$ cat config.mk
export PLATFORM = sky130hd
export DESIGN_NAME = pwm_capture_multi
export DESIGN_NICKNAME = d
export VERILOG_FILES = /design/src/rtl/pwm_capture_multi.sv
export SDC_FILE = /design/constraint.sdc
export NUM_CORES = 1
export LEC_CHECK = 0
export BUFFER_PORTS_ARGS = -buffer_cell sky130_fd_sc_hd__clkbuf_2
export CAP_MARGIN = 20
export CORE_MARGIN = 10
export CORE_UTILIZATION = 50
export DETAILED_ROUTE_END_ITERATION = 8
export GPL_ROUTABILITY_DRIVEN = 1
export GPL_TIMING_DRIVEN = 0
export PLACE_DENSITY_LB_ADDON = 0.15
export SYNTH_ARGS = -nofsm -noshare
export SYNTH_HDL_FRONTEND = slang
export SYNTH_SLANG_ARGS = --single-unit
$ cat constraint.sdc
create_clock -name clk -period 5.2 [get_ports clk]
set_clock_uncertainty 0.05 [all_clocks]
set_input_delay 1.04 -clock clk [delete_from_list [all_inputs] [get_ports clk]]
set_output_delay 1.04 -clock clk [all_outputs]
set_load 0.03 [all_outputs]
$ cat src/rtl/pwm_capture_multi.sv
// Multi-channel RC-style PWM capture: measures each channel's high time, converts it to
// a saturated step value, tracks loss of signal per channel and publishes all channels together.
// Optional macro PWM_GLITCH_FILTER_EN adds a 4-sample majority-free level filter after the synchroniser.
module pwm_capture_multi #(
  parameter int NUM_CH       = 4,
  parameter int CNT_W        = 32,
  parameter int MIN_CNT      = 49300,
  parameter int STEP_CNT     = 50,
  parameter int OUT_MAX      = 1000,
  parameter int REJ_MIN      = 48000,
  parameter int REJ_MAX      = 110000,
  parameter int UPDATE_CNT   = 2500000,
  parameter int TIMEOUT_CNT  = 5000000,
  parameter int FAILSAFE_VAL = 0
) (
  input  logic                  clk,
  input  logic                  rst_n,
  input  logic [NUM_CH-1:0]     pwm_in,
  output logic [13*NUM_CH-1:0]  ratio,
  output logic [NUM_CH-1:0]     valid,
  output logic                  update,
  output logic                  failsafe
);

  localparam logic [CNT_W-1:0] MIN_C     = CNT_W'(MIN_CNT);
  localparam logic [CNT_W-1:0] STEP_LAST = CNT_W'(STEP_CNT - 1);
  localparam logic [CNT_W-1:0] REJ_MIN_C = CNT_W'(REJ_MIN);
  localparam logic [CNT_W-1:0] REJ_MAX_C = CNT_W'(REJ_MAX);
  localparam logic [CNT_W-1:0] UPD_LAST  = CNT_W'(UPDATE_CNT - 1);
  localparam logic [CNT_W-1:0] TO_C      = CNT_W'(TIMEOUT_CNT);
  localparam logic [CNT_W-1:0] TO_LAST   = CNT_W'(TIMEOUT_CNT - 1);
  localparam logic [12:0]      OUT_C     = 13'(OUT_MAX);
  localparam logic [12:0]      FAIL_C    = 13'(FAILSAFE_VAL);

  // Number of cycles after reset before the measured level reflects real input samples
  // rather than the cleared pipeline; until then a channel must not leave SYNC.
`ifdef PWM_GLITCH_FILTER_EN
  localparam logic [2:0] PRIME = 3'd5;
`else
  localparam logic [2:0] PRIME = 3'd2;
`endif

  typedef enum logic [1:0] {SYNC, ARMED, HIGH} state_t;

  logic [NUM_CH-1:0] sync1, sync2, lvl;
  logic [2:0]        prime_cnt;
  logic              primed;
  state_t            st     [NUM_CH];
  state_t            st_nxt [NUM_CH];
  logic [NUM_CH-1:0] rise, fall, acc;
  logic [CNT_W-1:0]  hi_cnt [NUM_CH];
  logic [CNT_W-1:0]  sub_cnt[NUM_CH];
  logic [CNT_W-1:0]  to_cnt [NUM_CH];
  logic [12:0]       step   [NUM_CH];
  logic [12:0]       latest [NUM_CH];
  logic [CNT_W-1:0]  pub_cnt;

  // Two-flop synchroniser for the asynchronous PWM inputs.
  always_ff @(posedge clk or negedge rst_n) begin
    if (!rst_n) begin
      sync1 <= '0;
      sync2 <= '0;
    end else begin
      sync1 <= pwm_in;
      sync2 <= sync1;
    end
  end

`ifdef PWM_GLITCH_FILTER_EN
  logic [NUM_CH-1:0] hist0, hist1, flt, all_eq;
  assign all_eq = ~((sync1 ^ sync2) | (sync2 ^ hist0) | (hist0 ^ hist1));
  // Level follows the input only once four consecutive samples agree (s1 is the freshest one).
  always_ff @(posedge clk or negedge rst_n) begin
    if (!rst_n) begin
      hist0 <= '0;
      hist1 <= '0;
      flt   <= '0;
    end else begin
      hist0 <= sync2;
      hist1 <= hist0;
      flt   <= (flt & ~all_eq) | (sync2 & all_eq);
    end
  end
  assign lvl = flt;
`else
  assign lvl = sync2;
`endif

  // Warm-up counter so a pulse already high at reset release is never seen as a low.
  always_ff @(posedge clk or negedge rst_n) begin
    if (!rst_n)                 prime_cnt <= '0;
    else if (prime_cnt != PRIME) prime_cnt <= prime_cnt + 3'd1;
  end
  assign primed = (prime_cnt == PRIME);

  // Per-channel FSM state register.
  always_ff @(posedge clk or negedge rst_n) begin
    if (!rst_n) begin
      for (int i = 0; i < NUM_CH; i++) st[i] <= SYNC;
    end else begin
      for (int i = 0; i < NUM_CH; i++) st[i] <= st_nxt[i];
    end
  end

  // Next-state, edge strobes and the accept window; in ARMED the level was low last cycle,
  // in HIGH it was high, so a level test alone identifies the edge.
  always_comb begin
    rise = '0;
    fall = '0;
    acc  = '0;
    for (int i = 0; i < NUM_CH; i++) begin
      st_nxt[i] = st[i];
      case (st[i])
        SYNC:    if (primed && !lvl[i]) st_nxt[i] = ARMED;
        ARMED:   if (lvl[i]) begin
                   st_nxt[i] = HIGH;
                   rise[i]   = 1'b1;
                 end
        HIGH:    if (!lvl[i]) begin
                   st_nxt[i] = ARMED;
                   fall[i]   = 1'b1;
                 end
        default: st_nxt[i] = SYNC;
      endcase
      acc[i] = fall[i] && (hi_cnt[i] >= REJ_MIN_C) && (hi_cnt[i] <= REJ_MAX_C);
    end
  end

  // High-time measurement: step tracks floor((hi_cnt-MIN)/STEP) incrementally, so no divider.
  // Counters are zero whenever a channel is not in HIGH, so the rise cycle counts from zero.
  always_ff @(posedge clk or negedge rst_n) begin
    if (!rst_n) begin
      for (int i = 0; i < NUM_CH; i++) begin
        hi_cnt[i]  <= '0;
        sub_cnt[i] <= '0;
        step[i]    <= '0;
      end
    end else begin
      for (int i = 0; i < NUM_CH; i++) begin
        if (fall[i]) begin
          hi_cnt[i]  <= '0;
          sub_cnt[i] <= '0;
          step[i]    <= '0;
        end else if ((rise[i] || st[i] == HIGH) && (hi_cnt[i] != '1)) begin
          hi_cnt[i] <= hi_cnt[i] + 1'b1;
          if (hi_cnt[i] >= MIN_C) begin
            if (sub_cnt[i] == STEP_LAST) begin
              sub_cnt[i] <= '0;
              if (step[i] != OUT_C) step[i] <= step[i] + 13'd1;
            end else begin
              sub_cnt[i] <= sub_cnt[i] + 1'b1;
            end
          end
        end
      end
    end
  end

  // Accepted pulses update latest/valid; otherwise the loss-of-signal timer runs and holds.
  always_ff @(posedge clk or negedge rst_n) begin
    if (!rst_n) begin
      valid <= '0;
      for (int i = 0; i < NUM_CH; i++) begin
        latest[i] <= '0;
        to_cnt[i] <= '0;
      end
    end else begin
      for (int i = 0; i < NUM_CH; i++) begin
        if (acc[i]) begin
          latest[i] <= step[i];
          valid[i]  <= 1'b1;
          to_cnt[i] <= '0;
        end else if (to_cnt[i] >= TO_LAST) begin
          to_cnt[i] <= TO_C;
          valid[i]  <= 1'b0;
        end else begin
          to_cnt[i] <= to_cnt[i] + 1'b1;
        end
      end
    end
  end

  // Publish timer: at wrap all channels are snapshotted from the pre-edge latest/valid.
  always_ff @(posedge clk or negedge rst_n) begin
    if (!rst_n) begin
      pub_cnt <= '0;
      update  <= 1'b0;
      ratio   <= '0;
    end else begin
      update <= (pub_cnt == UPD_LAST);
      if (pub_cnt == UPD_LAST) begin
        pub_cnt <= '0;
        for (int i = 0; i < NUM_CH; i++)
          ratio[13*i +: 13] <= valid[i] ? latest[i] : FAIL_C;
      end else begin
        pub_cnt <= pub_cnt + 1'b1;
      end
    end
  end

  // Any lost channel raises failsafe one cycle after its valid bit drops.
  always_ff @(posedge clk or negedge rst_n) begin
    if (!rst_n) failsafe <= 1'b0;
    else        failsafe <= ~&valid;
  end

endmodule

After elaboration in Yosys (flattened, before gate mapping)
Cells that the tools add are included.
Widths: inputs -> output; s select.
{"block": "totals", "register_bits": 597, "out_inout_bits": 58, "input_bits": 6, "word_cells": 263}
{"block": "classes", "n_mux": 97, "n_eq_ne": 35, "magnitude_cmp": 16, "reduce_logical": 62, "n_addsub": 18}
{"op": "$mux 32", "n": 33}
{"op": "$add 32x1->32 const B", "n": 13}
{"op": "$mux 13", "n": 24}
{"op": "$ge 32x16->1 const B", "n": 8}
{"op": "$eq 32x6->1 const B", "n": 4}
{"op": "$ge 32x23->1 const B", "n": 4}
{"op": "$le 32x17->1 const B", "n": 4}
{"op": "$ne 32x32->1 const B", "n": 4}
{"op": "$add 13x1->13 const B", "n": 4}
{"op": "$ne 13x10->1 const B", "n": 4}
{"op": "$reduce_bool 2->1", "n": 20}
{"op": "$eq 32x22->1 const B", "n": 1}
{"op": "$mux 1", "n": 24}
{"op": "$mux 2", "n": 12}
{"op": "$ne 2x2->1 const B", "n": 12}
{"op": "$pmux 2 s3", "n": 4}
{"op": "$reduce_and 4->1", "n": 5}
{"op": "$logic_and 1x1->1", "n": 16}
{"op": "$reduce_and 3->1", "n": 4}
{"op": "$eq 2x1->1 const B", "n": 4}
{"op": "$eq 2x2->1 const B", "n": 4}
{"op": "$logic_not 2->1", "n": 4}
{"op": "$reduce_and 2->1", "n": 4}
{"op": "$logic_not 1->1", "n": 5}
{"op": "other kinds (4)", "n": 7}

Longest topological paths before layout
{"block": "depth", "word_depth": 6, "ltp_mapped": 11, "mapped_depth_nobuf": 9}

Worst setup path after synthesis
No wires, ideal clock.
{"block": "synth_timing", "path_type": "register to register", "from": "register hi_cnt[65] (netlist bit)", "to": "register latest[33] (netlist bit)", "synth_period_minus_slack_ns": 2.550, "setup_slack_ns": 2.650, "t_arrival_ns": 2.373, "t_required_ns": 5.022, "path_stages_with_launch": 11, "setup_ns": 0.128, "n_path_buf": 2, "cell_sequence": "dfrtp_1 -> inv_1 -> ha_1 -> nor4b_1 -> nand3_1 -> o41ai_1 -> a21oi_1 -> or4_1 -> buf_2 -> buf_1 -> mux2_1"}
{"block": "synth_via", "elab_chain_cells": 3, "elab_cells_between_ends": 4, "classes_between": "2 x order compare; 2 x reduce/logical"}
{"item": "start, declared", "line": "51", "text": "logic [CNT_W-1:0] hi_cnt [NUM_CH];"}
{"item": "start signal, assigned by index", "line": "145", "text": "hi_cnt[i] <= hi_cnt[i] + 1'b1;"}
{"item": "$ge 32x16->1", "line": "125", "text": "acc[i] = fall[i] && (hi_cnt[i] >= REJ_MIN_C) && (hi_cnt[i] <= REJ_MAX_C);"}
{"item": "$logic_and 1x1->1", "line": "125"}
{"item": "$logic_and 1x1->1 (*)", "line": "125"}
{"item": "end signal, assigned by index", "line": "170", "text": "latest[i] <= step[i];"}
{"item": "end, declared", "line": "55", "text": "logic [12:0] latest [NUM_CH];"}
Mark *: on every way between the ends. The rest lies on a longest branch, timed or not.
A chain may end at the register's enable or synchronous reset.

Final worst setup path
{"block": "layout_timing", "from": "register hi_cnt[78] (netlist bit)", "to": "register sub_cnt[74] (netlist bit)"}
{"block": "layout_via", "elab_chain_cells": 4, "elab_cells_between_ends": 6, "classes_between": "1 x order compare; 1 x eq/ne; 4 x reduce/logical"}
{"item": "branches (longest 3 deep; another with $ge 32x16->1)"}
{"item": "$reduce_and 2->1 (no line) (*)"}
{"item": "end signal, assigned by index", "line": "151", "text": "sub_cnt[i] <= sub_cnt[i] + 1'b1;"}
{"item": "end, declared", "line": "52", "text": "logic [CNT_W-1:0] sub_cnt[NUM_CH];"}
Every way passes the cells marked *.

==> out/results.md <==
| Quantity | Value |
|---|---|
| Result of the run | complete, no violations |
| Peak supply drop | 0.348 mV |
| Period minus WS final | 3.19 ns |
| Sequential element share of the synthesized area | 0.504 |
| Portion of synthesized cell area occupied by the leading cell type | 0.504 |
| Total placed cells including tap cells | 3995 |
| Required time at the worst-slack endpoint | 5.64 ns |
| Syn_area_per_cell | 9.51 µm² |
| Num Clock Sinks | 597 |
| Headroom to the max-slew limit | 0.293 |
| Final setup violation count | 0 |
| Class of the worst hold path | flop to flop |
| First-pass iteration count of the detailed router | 5 |
| Synthesis warning total | 0 |
| Placeable core region | 58900 µm² |
| CP Max Fanout | 10 |
| Fraction of layout cells with a size suffix above 1 | 0.0872 |
| Top cell type by total area after synthesis | dfrtp_1 |
| Top FF cell, synth | dfrtp_1 |
| Number of diodes | 0 |
| Dpl hpwl | 46.6 mm |
| Post-CTS Setup Bufs | 0 |
| Routed wire per std cell | 16.5 µm |
| Maximum number of pins on one net before global-route repair | 118 |
| Root Driver | clkbuf_16 |
| Total negative slack for setup checks | 0 ns |
| Synth-to-layout area growth | 12.9% |
| Total number of placement rows | 89 |
| Register share of total power | 0.477 |
| DRT antenna net count | 0 |
| H-tree levels | 3 |
| Library cells used by synthesis | 82 |
| Number of synthesized flops with an enable pin | 0 |
| Number of vias after detailed routing | 23700 |
| Y dimension of the die | 263 µm |
| Mapped Cells | 3118 |
| Switching power | 2.27 mW |
| Post-Route WL | 67.8 mm |
| Power density normalized to cell area | 302 nW/µm² |
| Net count, final | 3331 |
| Worst setup SP type | flop |
| Critical path class | flop to flop |
| DRT iter0 DRCs | 1814 |
| Setup repair after global routing missed its margin | no |
| Max-slew violation total from the final report | 0 |
| Synth Register Bits | 597 |
| Endpoint kind of the worst setup timing path | flop |
| Layout Cells excl Fill | 4110 |
| Combinational fraction of design power | 0.044 |
| Starting Density | 0.503 |
| Gpl congestion | 0.865 |
| Final Hold Violating Endpoints | 0 |
| Number of global-route vias before repair | 23400 |
| Number of instances resized during post-cts repair | 0 |
| Static leakage power | 14.5 nW |
| Global-route wire length before repair | 116 mm |
| Cell-internal power | 7.82 mW |
| Max Clock Freq | 313 MHz |
| Setup crit start | hi_cnt[78] |
| Hold Path Stages | 0 |
| Startpoint of the most critical register-to-register path | hi_cnt[78] |
| Clock share of power | 0.479 |
| Proportion of register bits with asynchronous set or reset after synthesis | 1.00 |
| Remaining global-route overflow | 0 |
| Cts hold-fix bufs | 0 |
| Cts bufs inserted | 69 |
| Port Buffers | 63 |
| Number of buffers on the longest clock path | 3 |
| Overall die width | 263 µm |
| Transition time at the pin with the least slew margin | 1.04 ns |
| Data arrival time of the critical path | 3.63 ns |
| Total global-route track usage | 0.194 |
| Number of max-capacitance violations reported | 0 |
| Vias/cell | 5.75 |
| Clk pin slew, worst setup/hold paths | 0.06 ns |
| Final worst path period share | 0.614 |
| Full die area | 69400 µm² |
| Flop2flop setup slack | 2.01 ns |
| Origin of the worst min-delay path | sync1[0] |
| Ranking of synthesized cells by area | dfrtp_1 50%, nor2_1 4.5%, xor2_1 4.4% |
| Synth Cell Area | 29600 µm² |
| Clock Latency Late Sink | 0.59 ns |
| Cell depth of the worst flop-to-flop path | 9 |
| Sw Ratio | 0.225 |
| IO Count | 64 |
| Reg2reg end | sub_cnt[74] |
| Post-route DRC | 0 |
| Clock tree from TritonCTS | done |
| Endpoint, Worst Hold | lvl[0] |
| Antenna violations before repair | 0 |
-- registers in the layout (all words and copies together) (netlist names) --
| signal | cells |
|---|---|
| lvl | 4 |
| step | 52 |
| hi_cnt | 128 |
| failsafe | 1 |
| sub_cnt | 128 |
| pub_cnt | 32 |
| latest | 52 |
| prime_cnt | 3 |
| to_cnt | 128 |
| update | 1 |
| st | 8 |
| valid | 4 |
| ratio | 52 |
| sync1 | 4 |
-- layout by cell type (no fill, tap or decap), drive strengths merged, types with 72 or more instances in the layout --
cell / Yosys / layout
dfrtp: 597 / 597
nor3: 83 / 83
and3: 89 / 89
o31ai: 86 / 86
nor4: 72 / 72
nor2: 352 / 352
xor2: 148 / 148
nand4: 110 / 110
xnor2: 97 / 97
clkbuf: 108 / 265
nand3: 240 / 240
a21oi: 82 / 82
o21ai: 198 / 198
nand2: 333 / 333
-- worst max path at each step --
stage,slack (ns),cells after the start,end
after floorplan,2.65,10,latest[33]
after global placement,-10.69,1,to_cnt[79]
after detailed placement,2.09,9,sub_cnt[74]
after CTS,2.06,9,sub_cnt[74]
after global routing,1.65,9,sub_cnt[81]
final,2.01,9,sub_cnt[74]
-- worst max-delay path: stages (launching register included) --
cell,delay [ns]
dfrtp_1,0.32
clkbuf_1,0.26
and4_1,0.25
nand3_1,0.16
nor4b_2,0.65
nor2_1,0.35
a21oi_1,0.36
clkbuf_1,0.41
o21ai_0,0.16
o31ai_1,0.09
-- synthesized netlist by cell type, types with 44 or more instances --
cell type,n
dfrtp_1,597
xor2_1,148
mux2_2,44
xnor2_1,97
nor4_1,67
nand2_1,333
a21oi_1,82
o31ai_1,70
o21ai_0,146
inv_1,60
nor3_1,81
nand3_1,239
nand4_1,110
clkbuf_1,108
and3_1,88
nor2_1,352
o21ai_1,51
-- power groups by stage --
stage	Sequential [mW]	Combinational [mW]	Clock, mW
floorplan	4.87	0.263	0
global placement	4.90	0.418	0
detailed placement	4.89	0.449	0
CTS	4.81	0.453	4.97
global route	4.82	0.517	5.18
finish	4.81	0.445	4.83
-- routing by layer --
metal / up-vias / GRT usage / wire (µm)
li1: 11500 / - / -
met1: 11700 / 0.265 / 31900
met2: 437 / 0.312 / 31800
met3: 96 / 0.0297 / 2830
met4: 0 / 0.0587 / 1320
met5: - / 0 / 0
-- cell families after synthesis --
family	Yosys count	synth area share
adder cells (fa/ha/maj)	31	0.0131
buffers and inverters	197	0.0274
XOR/XNOR	245	0.0724
other	1	0.000127
AO/OA/AOI/OAI	521	0.114
flip-flops	597	0.504
multiplexers	55	0.0206
AND/OR/NAND/NOR	1471	0.248
-- cell type report --
class | instances | area (µm²)
Multi-Input combinational cell | 2359 | 14000
Timing Repair Buffer | 70 | 474
Buffer | 137 | 588
Tap cell | 773 | 967
Clock buffer | 94 | 1980
Sequential cell | 597 | 14900
Inverter | 60 | 225
Fill cell | 5176 | 25400
Clock inverter | 20 | 260
-- metrics by stage --
step	hold WS, ns	setup WS, ns	total power, mW	util	cell area [µm²]
after floorplan	0.281	2.65	5.13	-	29800
after global placement	0.284	-10.69	5.31	0.527	31100
after CTS	0.302	2.06	10.2	0.568	33500
after detailed placement	0.290	2.09	5.34	0.530	31200
after global routing	0.314	1.65	10.5	0.568	33500
final	0.297	2.01	10.1	0.568	33500
Note: power is estimated with default switching activity, not from simulation.
